--- src/rtl/instr_decode_ctrl.sv ---
// Multi-cycle fetch/decode/control sequencer for the 8-bit basic processor.
// Fetch -> load IR -> decode (extend_8 captures imm) -> exec -> optional mem/writeback.
module instr_decode_ctrl #(
  parameter int unsigned PC_W = 8,
  parameter int unsigned IW   = 12
) (
  input  logic            clk,
  input  logic            rst,
  input  logic            run,
  output logic            imem_en,
  output logic [PC_W-1:0] imem_addr,
  input  logic [IW-1:0]   imem_rdata,
  output logic [3:0]      imm_out,
  input  logic [7:0]      ext_imm,
  input  logic            zero_flag,
  output logic            alu_en,
  output logic [3:0]      alu_op,
  output logic            alu_src_imm,
  output logic [1:0]      rd_sel,
  output logic [1:0]      rs_sel,
  output logic            reg_we,
  output logic            mem_re,
  output logic            mem_we,
  input  logic            mem_ready,
  output logic            halted
);

  typedef enum logic [2:0] {
    StIdle,
    StFetch,
    StLoad,
    StDecode,
    StExec,
    StMem,
    StWb,
    StHalt
  } state_e;

  localparam logic [3:0] OpAddi = 4'h5;
  localparam logic [3:0] OpLdi  = 4'h6;
  localparam logic [3:0] OpLd   = 4'hA;
  localparam logic [3:0] OpSt   = 4'hB;
  localparam logic [3:0] OpBz   = 4'hC;
  localparam logic [3:0] OpJmp  = 4'hD;
  localparam logic [3:0] OpHalt = 4'hF;

  state_e          state_q, state_d;
  logic [PC_W-1:0] pc_q, pc_d;
  logic [IW-1:0]   ir_q, ir_d;

  logic [3:0]      op;
  logic            op_is_alu;
  logic            op_is_mem;
  logic [PC_W-1:0] ext_pc;
  logic [PC_W-1:0] pc_inc;
  logic [PC_W-1:0] pc_rel;

  assign op        = ir_q[IW-1 -: 4];
  assign op_is_alu = ~op[3];
  assign op_is_mem = (op == OpLd) || (op == OpSt);

  // Branch offset is signed: sign-extend for wide PCs, truncate for narrow ones.
  assign ext_pc = PC_W'($signed(ext_imm));
  assign pc_inc = pc_q + PC_W'(1);
  assign pc_rel = pc_q + ext_pc;

  always_ff @(posedge clk or negedge rst) begin
    if (!rst) begin
      state_q <= StIdle;
      pc_q    <= '0;
      ir_q    <= '0;
    end else begin
      state_q <= state_d;
      pc_q    <= pc_d;
      ir_q    <= ir_d;
    end
  end

  always_comb begin
    state_d = state_q;
    pc_d    = pc_q;
    ir_d    = ir_q;
    unique case (state_q)
      StIdle: begin
        if (run) state_d = StFetch;
      end
      StFetch: state_d = StLoad;
      StLoad: begin
        ir_d    = imem_rdata;
        state_d = StDecode;
      end
      StDecode: state_d = StExec;
      StExec: begin
        if (op_is_alu) begin
          state_d = StWb;
        end else if (op_is_mem) begin
          state_d = StMem;
        end else if (op == OpBz) begin
          pc_d    = zero_flag ? pc_rel : pc_inc;
          state_d = StFetch;
        end else if (op == OpJmp) begin
          pc_d    = pc_rel;
          state_d = StFetch;
        end else if (op == OpHalt) begin
          state_d = StHalt;
        end else begin
          pc_d    = pc_inc;
          state_d = StFetch;
        end
      end
      StMem: begin
        if (mem_ready) begin
          if (op == OpLd) begin
            state_d = StWb;
          end else begin
            pc_d    = pc_inc;
            state_d = StFetch;
          end
        end
      end
      StWb: begin
        pc_d    = pc_inc;
        state_d = StFetch;
      end
      StHalt: state_d = StHalt;
      default: state_d = StIdle;
    endcase
  end

  // Field outputs follow IR directly; everything else is decoded from the state.
  assign imem_addr = pc_q;
  assign imm_out   = ir_q[3:0];
  assign alu_op    = op;
  assign rd_sel    = ir_q[7:6];
  assign rs_sel    = ir_q[5:4];

  always_comb begin
    imem_en     = 1'b0;
    alu_en      = 1'b0;
    alu_src_imm = 1'b0;
    reg_we      = 1'b0;
    mem_re      = 1'b0;
    mem_we      = 1'b0;
    halted      = 1'b0;
    unique case (state_q)
      StFetch: imem_en = 1'b1;
      StExec: begin
        alu_en      = op_is_alu;
        alu_src_imm = (op == OpAddi) || (op == OpLdi);
      end
      StMem: begin
        mem_re = (op == OpLd);
        mem_we = (op == OpSt);
      end
      StWb:   reg_we = 1'b1;
      StHalt: halted = 1'b1;
      default: ;
    endcase
  end

endmodule

--- config.mk ---
export PLATFORM = sky130hd
export DESIGN_NAME = instr_decode_ctrl
export DESIGN_NICKNAME = d
export VERILOG_FILES = /design/src/rtl/instr_decode_ctrl.sv
export SDC_FILE = /design/constraint.sdc
export NUM_CORES = 1
export LEC_CHECK = 0
export CAP_MARGIN = 20
export CORE_ASPECT_RATIO = 1.25
export CORE_MARGIN = 2
export CORE_UTILIZATION = 45
export DETAILED_ROUTE_END_ITERATION = 8
export PLACE_DENSITY = 0.78
export REMOVE_ABC_BUFFERS = 1
export SLEW_MARGIN = 20
export SYNTH_ARGS = -nofsm -noshare
export SYNTH_HDL_FRONTEND = slang
export SYNTH_SLANG_ARGS = --single-unit
export TNS_END_PERCENT = 1
--- constraint.sdc ---
create_clock -name clk -period 3.2 [get_ports clk]
set_input_delay 0.32 -clock clk [delete_from_list [all_inputs] [get_ports clk]]
set_output_delay 0.32 -clock clk [all_outputs]
set_load 0.05 [all_outputs]
==> metrics.txt, run 1 <==
via count 1459; number of synthesized flops with an enable pin 0; CTS Buffer Depth 2; post-cts hold buffer count 0; first-pass GRT wire length 6.86 mm; largest net degree at the start of global routing 24; Total Wirelength 3.84 mm; logic gate share of total power 65.3%; CP required 2880 ps; TritonRoute pass-1 iters 4; Leakage 0.000875 uW; Synth Warn # 0; clk slew on worst S/H paths 80 ps; setup ws final 699 ps; simple-gate share of the synthesized area 19.5%; crit path max fanout 11; routed vias/inst 5.86; cell internal pwr 1130 uW; Clk Latency, worst-skew pair 260 ps; crit share post-route 78.2%; hpwl dp 2.98 mm; RePlAce Congestion 0.871; Seq pwr share 27.0%; antenna violations before repair 0; Slew Viols, Final 0; mux cell area share after synthesis 7.97%; P per Cell Area 1120 nW/um2; met1 Use GR 26.3%; dpl cell area 2080 um2; CTS root buf clkbuf_8; CTS buffer count 3; Initial DRC Count 63; critical-path cell with the highest stage delay clkdlybuf4s50_1; Post-Synth Adder-Cell Area 7.73%; Synth cell types 45; Peak VDD IR 845 uV; drt drc 0; Setup TNS Final 0 ps; final setup fails 0; remaining antenna violation count after routing 0; busiest grt layer met2; sequential cell area fraction in the yosys report 37.0%; unrepaired setup endpoints after global routing no; Worst Max-Slew Pin Slew 912 ps; Gate Count Post-Synth 164; worst reg2reg path depth 5; switching portion of total power 52.6%; M2 GR Usage 37.2%; Synth Area in Compound Gates 19.8%; Ant. Diodes 0; ys flop type dfrtp_1; Area Growth Syn to Fin 36.2%; Overall Power 2380 uW; Post-CTS Setup Bufs 0; GRT overflow 0; Die Ht 69.7 um; layout cell share with drive strength beyond 1 9.43%; Clock power frac 7.6%; CTS tree yes; Crit Path Class flip-flop to output port; Die ar. 3940 um2; Hold WS 26.0 ps; R2R setup slack 1090 ps; H-tree levels 1; # clock sinks 23; DR WL/cell 15.4 um; Starting Density 47.8%; met3 usage 3.36%; io pins 52; Hold/Removal Path Class input port to async pin; Clock Skews 6.16 ps; FMAX 400 MHz; gr usage total 21.3%; CP peak stage delay 790 ps; outcome complete, no violations; Slew HR 39.0%; number of global-route vias before repair 1558; Mapped Area 1550 um2; sw power 1250 uW; Core ar. 3250 um2; Die X 56.6 um; Core Rows 23; Design Area, Final 2120 um2; Final Hold Fails 0; crit path capture type output port; most frequent CP cell and3_1; Synth Area in XOR/XNOR 2.82%; post-cts resize count 0; largest family of logic cells by synthesized area compound AO/OA/AOI/OAI gates; Post-Syn Area per Cell 9.48 um2; IO buf count 51; FF+latch count, synth 23; max cap viols 0; crit-path cells nor2_2 -> and3_1 -> and3_1 -> clkdlybuf4s50_1; fraction of registers with async set/reset 100%; CP startpoint kind flip-flop; nets 247; origin of the critical flop-to-flop path state_q[0]; worst slack, placed 843 ps; RR Endpoint imem_addr[6]; WP data arrival 2180 ps; crit path time final 2500 ps
==> per-stage QoR <==
step,std cells,util [%]
5_1_grt,249,65.1
6_report,249,65.1
4_1_cts,249,65.2
3_5_place_dp,245,63.8
3_3_place_gp,245,63.8
2_1_floorplan,156,-
==> layer usage <==
metal | wire length, um | up-vias
met5 | 0 | -
met4 | 68 | 0
met3 | 187 | 10
met1 | 1540 | 693
met2 | 2050 | 49
li1 | - | 707
==> cells by family (layout without fill, tap and decap cells) <==
| logic type | after synthesis | count (layout) |
|---|---|---|
| compound gates | 45 | 45 |
| xor+xnor | 5 | 5 |
| fa+ha+maj | 9 | 9 |
| buf+inv | 18 | 66 |
| flops | 23 | 23 |
| mux | 11 | 11 |
| simple gates | 53 | 53 |
==> worst max path at each step <==
stage | from | to | slack (ps) | cells after the start
floorplan | ir_q[8] | imem_addr[7] | 970 | 5
global placement | ext_imm[0] | imem_addr[6] | 940 | 10
detailed placement | ext_imm[0] | imem_addr[6] | 840 | 10
CTS | state_q[0] | alu_src_imm | 680 | 4
global route | state_q[0] | mem_re | 580 | 4
finish | state_q[0] | alu_src_imm | 700 | 4
==> power groups by stage <==
stage / registers [uW] / clock network [uW] / logic, uW
6_report: 643 / 181 / 1550
5_1_grt: 678 / 197 / 1680
4_1_cts: 643 / 188 / 1560
3_5_place_dp: 645 / 0 / 1560
3_3_place_gp: 636 / 0 / 1520
2_1_floorplan: 1020 / 0 / 691
==> cell usage after synthesis (3+ instances only) <==
| cell type | instances | share of area (%) |
|---|---|---|
| o21ai_0 | 13 | 4.2 |
| and3_1 | 8 | 3.2 |
| dfrtp_1 | 23 | 37 |
| a211oi_1 | 4 | 1.9 |
| nor3_1 | 3 | 0.97 |
| mux2_2 | 11 | 8.0 |
| nor2_1 | 11 | 2.7 |
| inv_1 | 10 | 2.4 |
| xor2_1 | 3 | 1.7 |
| nand2b_1 | 5 | 2.0 |
| nand4_1 | 3 | 1.2 |
| a21oi_1 | 9 | 2.9 |
| nand3_1 | 4 | 1.3 |
| buf_2 | 4 | 1.3 |
| clkbuf_1 | 3 | 0.72 |
| nand2_1 | 6 | 1.4 |
| nor4_1 | 3 | 1.2 |
| ha_1 | 8 | 6.4 |
==> worst max-delay path: cells and delay by family, from the launching register on <==
kind / cells / cell delay (ps)
DFF: 1 / 500
and+or+nand+nor: 3 / 620
buffers and inverters: 1 / 790
==> placed cells by master, fill, tap and decap left out, types with 6 or more instances in the layout <==
cell	count
nor2_1	11
and3_1	8
mux2_2	11
inv_1	10
o21ai_0	13
a21oi_1	9
clkdlybuf4s50_1	50
dfrtp_1	23
ha_1	8
nand2_1	6
==> area by class of cell <==
class | instances | area, um2
fillers | 278 | 1140
multi-input cells | 123 | 898
inverters | 10 | 37.5
well taps | 37 | 46.3
clock buffers | 4 | 45.0
flip-flops and latches | 23 | 576
repair buffers | 52 | 513
==> registers in the layout, indices dropped and copies added, names as in the netlist <==
| register | count |
|---|---|
| imem_addr | 8 |
| ir_q | 12 |
| state_q | 3 |
(Power assumes the default switching activity.)
==> inputs of run 2 (changes only) <==
--- a/config.mk
+++ b/config.mk
@@ -8,9 +8,9 @@
 export CAP_MARGIN = 20
 export CORE_ASPECT_RATIO = 1.25
 export CORE_MARGIN = 2
-export CORE_UTILIZATION = 45
+export CORE_UTILIZATION = 41
 export DETAILED_ROUTE_END_ITERATION = 8
-export PLACE_DENSITY = 0.78
+export PLACE_DENSITY = 0.75
 export REMOVE_ABC_BUFFERS = 1
 export SLEW_MARGIN = 20
 export SYNTH_ARGS = -nofsm -noshare
==> constraint.sdc (replaced) <==
create_clock -name clk -period 2.3 [get_ports clk]
set_input_delay 0.23 -clock clk [delete_from_list [all_inputs] [get_ports clk]]
set_output_delay 0.23 -clock clk [all_outputs]
set_load 0.05 [all_outputs]
==> metrics.txt, run 2 (synthesized netlist as in run 1, its figures left out) <==
Area Growth Syn to Fin 38.1%; R2R setup slack 310 ps; Biggest register ir_q; dpl cell area 2100 um2; non-filler instance count after layout 256; via count 1409; gr usage total 16.9%; WP data arrival 1940 ps; worst reg2reg path depth 9; DP Cell Count 252; GRT overflow 0; max cap viols 0; Core Rows 25; nets 251; CTS root buf clkbuf_8; Starting Density 41.7%; Hold/Removal Path Class input port to async pin; antenna violations before repair 0; crit path time final 2170 ps; crit path capture type output port; Worst Max-Slew Pin Slew 506 ps; unrepaired setup endpoints after global routing no; commonest non-fill, non-tap cells in the layout clkdlybuf4s50_1 (47), dfrtp_1 (23), o21ai_0 (13); clk slew on worst S/H paths 90 ps; RR Endpoint imem_addr[6]; CTS tree yes; post-cts resize count 0; FMAX 462 MHz; CTS Buffer Depth 2; P per Cell Area 1550 nW/um2; largest net degree at the start of global routing 24; Post-CTS Setup Bufs 0; routed vias/inst 5.50; crit path max fanout 11; commonest non-fill, non-tap cell in the layout clkdlybuf4s50_1; Final Hold Fails 0; Crit Path Class flip-flop to output port; Slew HR 66.2%; fillcell total 322; hpwl dp 2.69 mm; Reg area 576 um2; TritonRoute pass-1 iters 4; Clock Skews 3.02 ps; Design Area, Final 2150 um2; max FFs per register 12; Die Ht 72.8 um; RePlAce Congestion 0.845; Overall Power 3330 uW; Slew Viols, Final 0; Leakage 0.000905 uW; DR WL/cell 13.7 um; Core ar. 3720 um2; Die X 59.1 um; Peak VDD IR 944 uV; final setup fails 0; first-pass GRT wire length 5.78 mm; CP startpoint kind flip-flop; crit share post-route 94.1%; io pins 52; area of the multi-input gates 898 um2; Clk Latency, worst-skew pair 260 ps; Total Wirelength 3.51 mm; Setup TNS Final 0 ps; # clock sinks 23; H-tree levels 1; IO buf count 51; layout cell share with drive strength beyond 1 13.0%; Ant. Diodes 0; Die ar. 4300 um2; CTS buffer count 3; drt drc 0; post-cts hold buffer count 0; origin of the critical flop-to-flop path imem_addr[0]; remaining antenna violation count after routing 0; Initial DRC Count 68; CP required 2070 ps; number of global-route vias before repair 1375; outcome complete, no violations
## run 2: cell types whose count changed in the layout (fill, tap and decap cells not counted), sizes merged
cell | previous run | this run
clkbuf | 4 | 3
clkinv | 0 | 1
clkdlybuf4s50 | 50 | 47
buf | 2 | 9
## run 2: worst max path at each step
stage                           from            to  slack (ps)  depth (start not counted)
after floorplan              ir_q[8]  imem_addr[7]          70                          5
after global placement    ext_imm[0]  imem_addr[6]         150                         10
after detailed placement  ext_imm[0]  imem_addr[6]          80                         10
after CTS                 state_q[0]       imem_en         130                          3
after global routing      state_q[0]       imem_en          20                          3
final                     state_q[0]       imem_en         130                          3
## run 2: critical path, cell delays in order (launching register included)
cell             delay, ps
dfrtp_1                560
inv_1                  140
nor3_1                 150
clkdlybuf4s50_1        830
## run 2: power by group
part | internal, uW | switching [uW] | total, uW
registers | 600 | 268 | 868
logic | 875 | 1330 | 2200
clock network | 121 | 138 | 258
total | 1600 | 1730 | 3330
## run 2: through the flow
stage / setup WS, ps / hold slack, ps / utilization [%]
after floorplan: 72.5 / -65.6 / -
after global placement: 150 / 489 / 56.4
after detailed placement: 81.5 / 496 / 56.4
after CTS: 132 / 329 / 57.6
after global routing: 15.1 / 356 / 57.6
final: 135 / 314 / 57.6
## run 2: final cells by class
type                    count  area share (%)
multi-input cells         123            41.9
flip-flops and latches     23            26.8
inverters                  10            1.75
clock inverters             1           0.233
repair buffers             56            25.1
well taps                  40            2.33
clock buffers               3            1.92
## run 2: routing by layer
layer | global-route usage, % | share of wire, % | vias up
met3 | 4.08 | 5.7 | 6
met4 | 5.56 | 1.3 | 0
met2 | 27.7 | 48 | 44
li1 | - | - | 712
met1 | 21.7 | 45 | 647
met5 | 0 | 0 | -
==> inputs of run 3 (changes only) <==
--- a/config.mk
+++ b/config.mk
@@ -6,7 +6,7 @@
 export NUM_CORES = 1
 export LEC_CHECK = 0
 export CAP_MARGIN = 20
-export CORE_ASPECT_RATIO = 1.25
+export CORE_ASPECT_RATIO = 1.75
 export CORE_MARGIN = 2
 export CORE_UTILIZATION = 41
 export DETAILED_ROUTE_END_ITERATION = 8
==> metrics.txt, run 3 (synthesized netlist as in run 1, its figures left out) <==
logic gate share of total power 66.6%; switching portion of total power 51.9%; cell internal pwr 1610 uW; FMAX 459 MHz; Die X 50.5 um; outcome complete, no violations; drt drc 0; Die ar. 4320 um2; Total Wirelength 3.57 mm; critical path's top delay family buffers and inverters; Die Ht 85.4 um; Ant. Diodes 0; first-pass GRT wire length 6.02 mm; CP startpoint kind flip-flop; WP data arrival 1950 ps; busiest grt layer met2; Area Growth Syn to Fin 39.0%; met3 usage 2.11%; commonest non-fill, non-tap cell in the layout clkdlybuf4s50_1; Clock power frac 7.7%; Buf+Inv Stages, Crit Path 2; crit path max fanout 11; CTS tree yes; RePlAce Congestion 0.796; Peak VDD IR 920 uV; Biggest register ir_q; Starting Density 42.8%; Seq pwr share 25.7%; sw power 1730 uW; clk slew on worst S/H paths 80 ps; crit-path cells inv_1 -> nor3_1 -> clkdlybuf4s50_1; TritonRoute pass-1 iters 4; Slew Viols, Final 0; Clk Latency, worst-skew pair 270 ps; layout cell share with drive strength beyond 1 13.4%; largest net degree at the start of global routing 24; IO buf count 51; Core Rows 29; io pins 52; M2 GR Usage 32.9%; nets 252; unrepaired setup endpoints after global routing no; commonest non-fill, non-tap cells in the layout clkdlybuf4s50_1 (47), dfrtp_1 (23), o21ai_0 (13); Worst Max-Slew Pin Slew 513 ps; CP peak stage delay 830 ps; Hold/Removal Path Class input port to async pin; Slew HR 65.7%; Overall Power 3340 uW; critical-path cell with the highest stage delay clkdlybuf4s50_1; met1 Use GR 20.8%; P per Cell Area 1550 nW/um2; post-cts resize count 0; via count 1452; routed vias/inst 5.52; gr usage total 17.7%; Post-CTS Setup Bufs 0; max cap viols 0; CTS buffer count 3; DR WL/cell 13.6 um; Leakage 0.000910 uW; number of global-route vias before repair 1403; CP required 2070 ps; Clock Skews 4.09 ps; crit path time final 2180 ps; final setup fails 0; Core ar. 3630 um2; Final Hold Fails 0; Setup TNS Final 0 ps; antenna violations before repair 0; H-tree levels 1; CTS root buf clkbuf_8; post-cts hold buffer count 0; crit share post-route 94.8%; GRT overflow 0; crit path capture type output port; Initial DRC Count 11; remaining antenna violation count after routing 0; max FFs per register 12; hpwl dp 2.70 mm; # clock sinks 23; CTS Buffer Depth 2; Crit Path Class flip-flop to output port
-- run 3: cell count changes in the layout (fill, tap and decap cells not counted) --
| cell | previous run | this run |
|---|---|---|
| buf_4 | 9 | 10 |
-- run 3: metrics by stage --
stage                     instances  setup slack (ps)  cell area [um2]  util [%]  hold WS (ps)
after floorplan                 156              72.5             1510         -         -65.6
after global placement          259               121             2110      58.3           490
after detailed placement        259              21.7             2110      58.3           495
after CTS                       263               110             2160      59.6           333
after global routing            263              21.9             2160      59.6           350
final                           263               121             2160      59.6           324
-- run 3: per-layer routing --
metal	up-vias	wire [um]	share of wire, %
li1	712	-	-
met1	692	1400	39
met3	4	149	4.2
met5	-	0	0
met2	44	1970	55
met4	0	45	1.3
-- run 3: layout make-up --
| class | instances | area [um2] |
|---|---|---|
| Clock buffer | 3 | 41.3 |
| Clock inverter | 1 | 5.00 |
| Fill cell | 349 | 1470 |
| Inverter | 10 | 37.5 |
| Multi-Input combinational cell | 123 | 898 |
| Sequential cell | 23 | 576 |
| Tap cell | 46 | 57.6 |
| Timing Repair Buffer | 57 | 546 |
-- run 3: worst paths after layout --
kind                              start      endpoint  slack, ps  cells after the start
hold reg to reg                 ir_q[3]       ir_q[3]        510                      1
setup reg to reg           imem_addr[1]  imem_addr[5]        360                      7
min in group clk                ir_q[3]       ir_q[3]        510                      1
hold / removal                      rst  imem_addr[7]        320                      2
setup / recovery             state_q[0]       imem_en        120                      3
max in group asynchronous           rst  imem_addr[3]       1740                      2
-- run 3: power by group through the flow --
stage | registers (uW) | logic, uW | clock network, uW
after floorplan | 1420 | 962 | 0
after global placement | 859 | 2210 | 0
after detailed placement | 866 | 2230 | 0
after CTS | 860 | 2240 | 265
after global routing | 905 | 2390 | 279
final | 859 | 2220 | 257
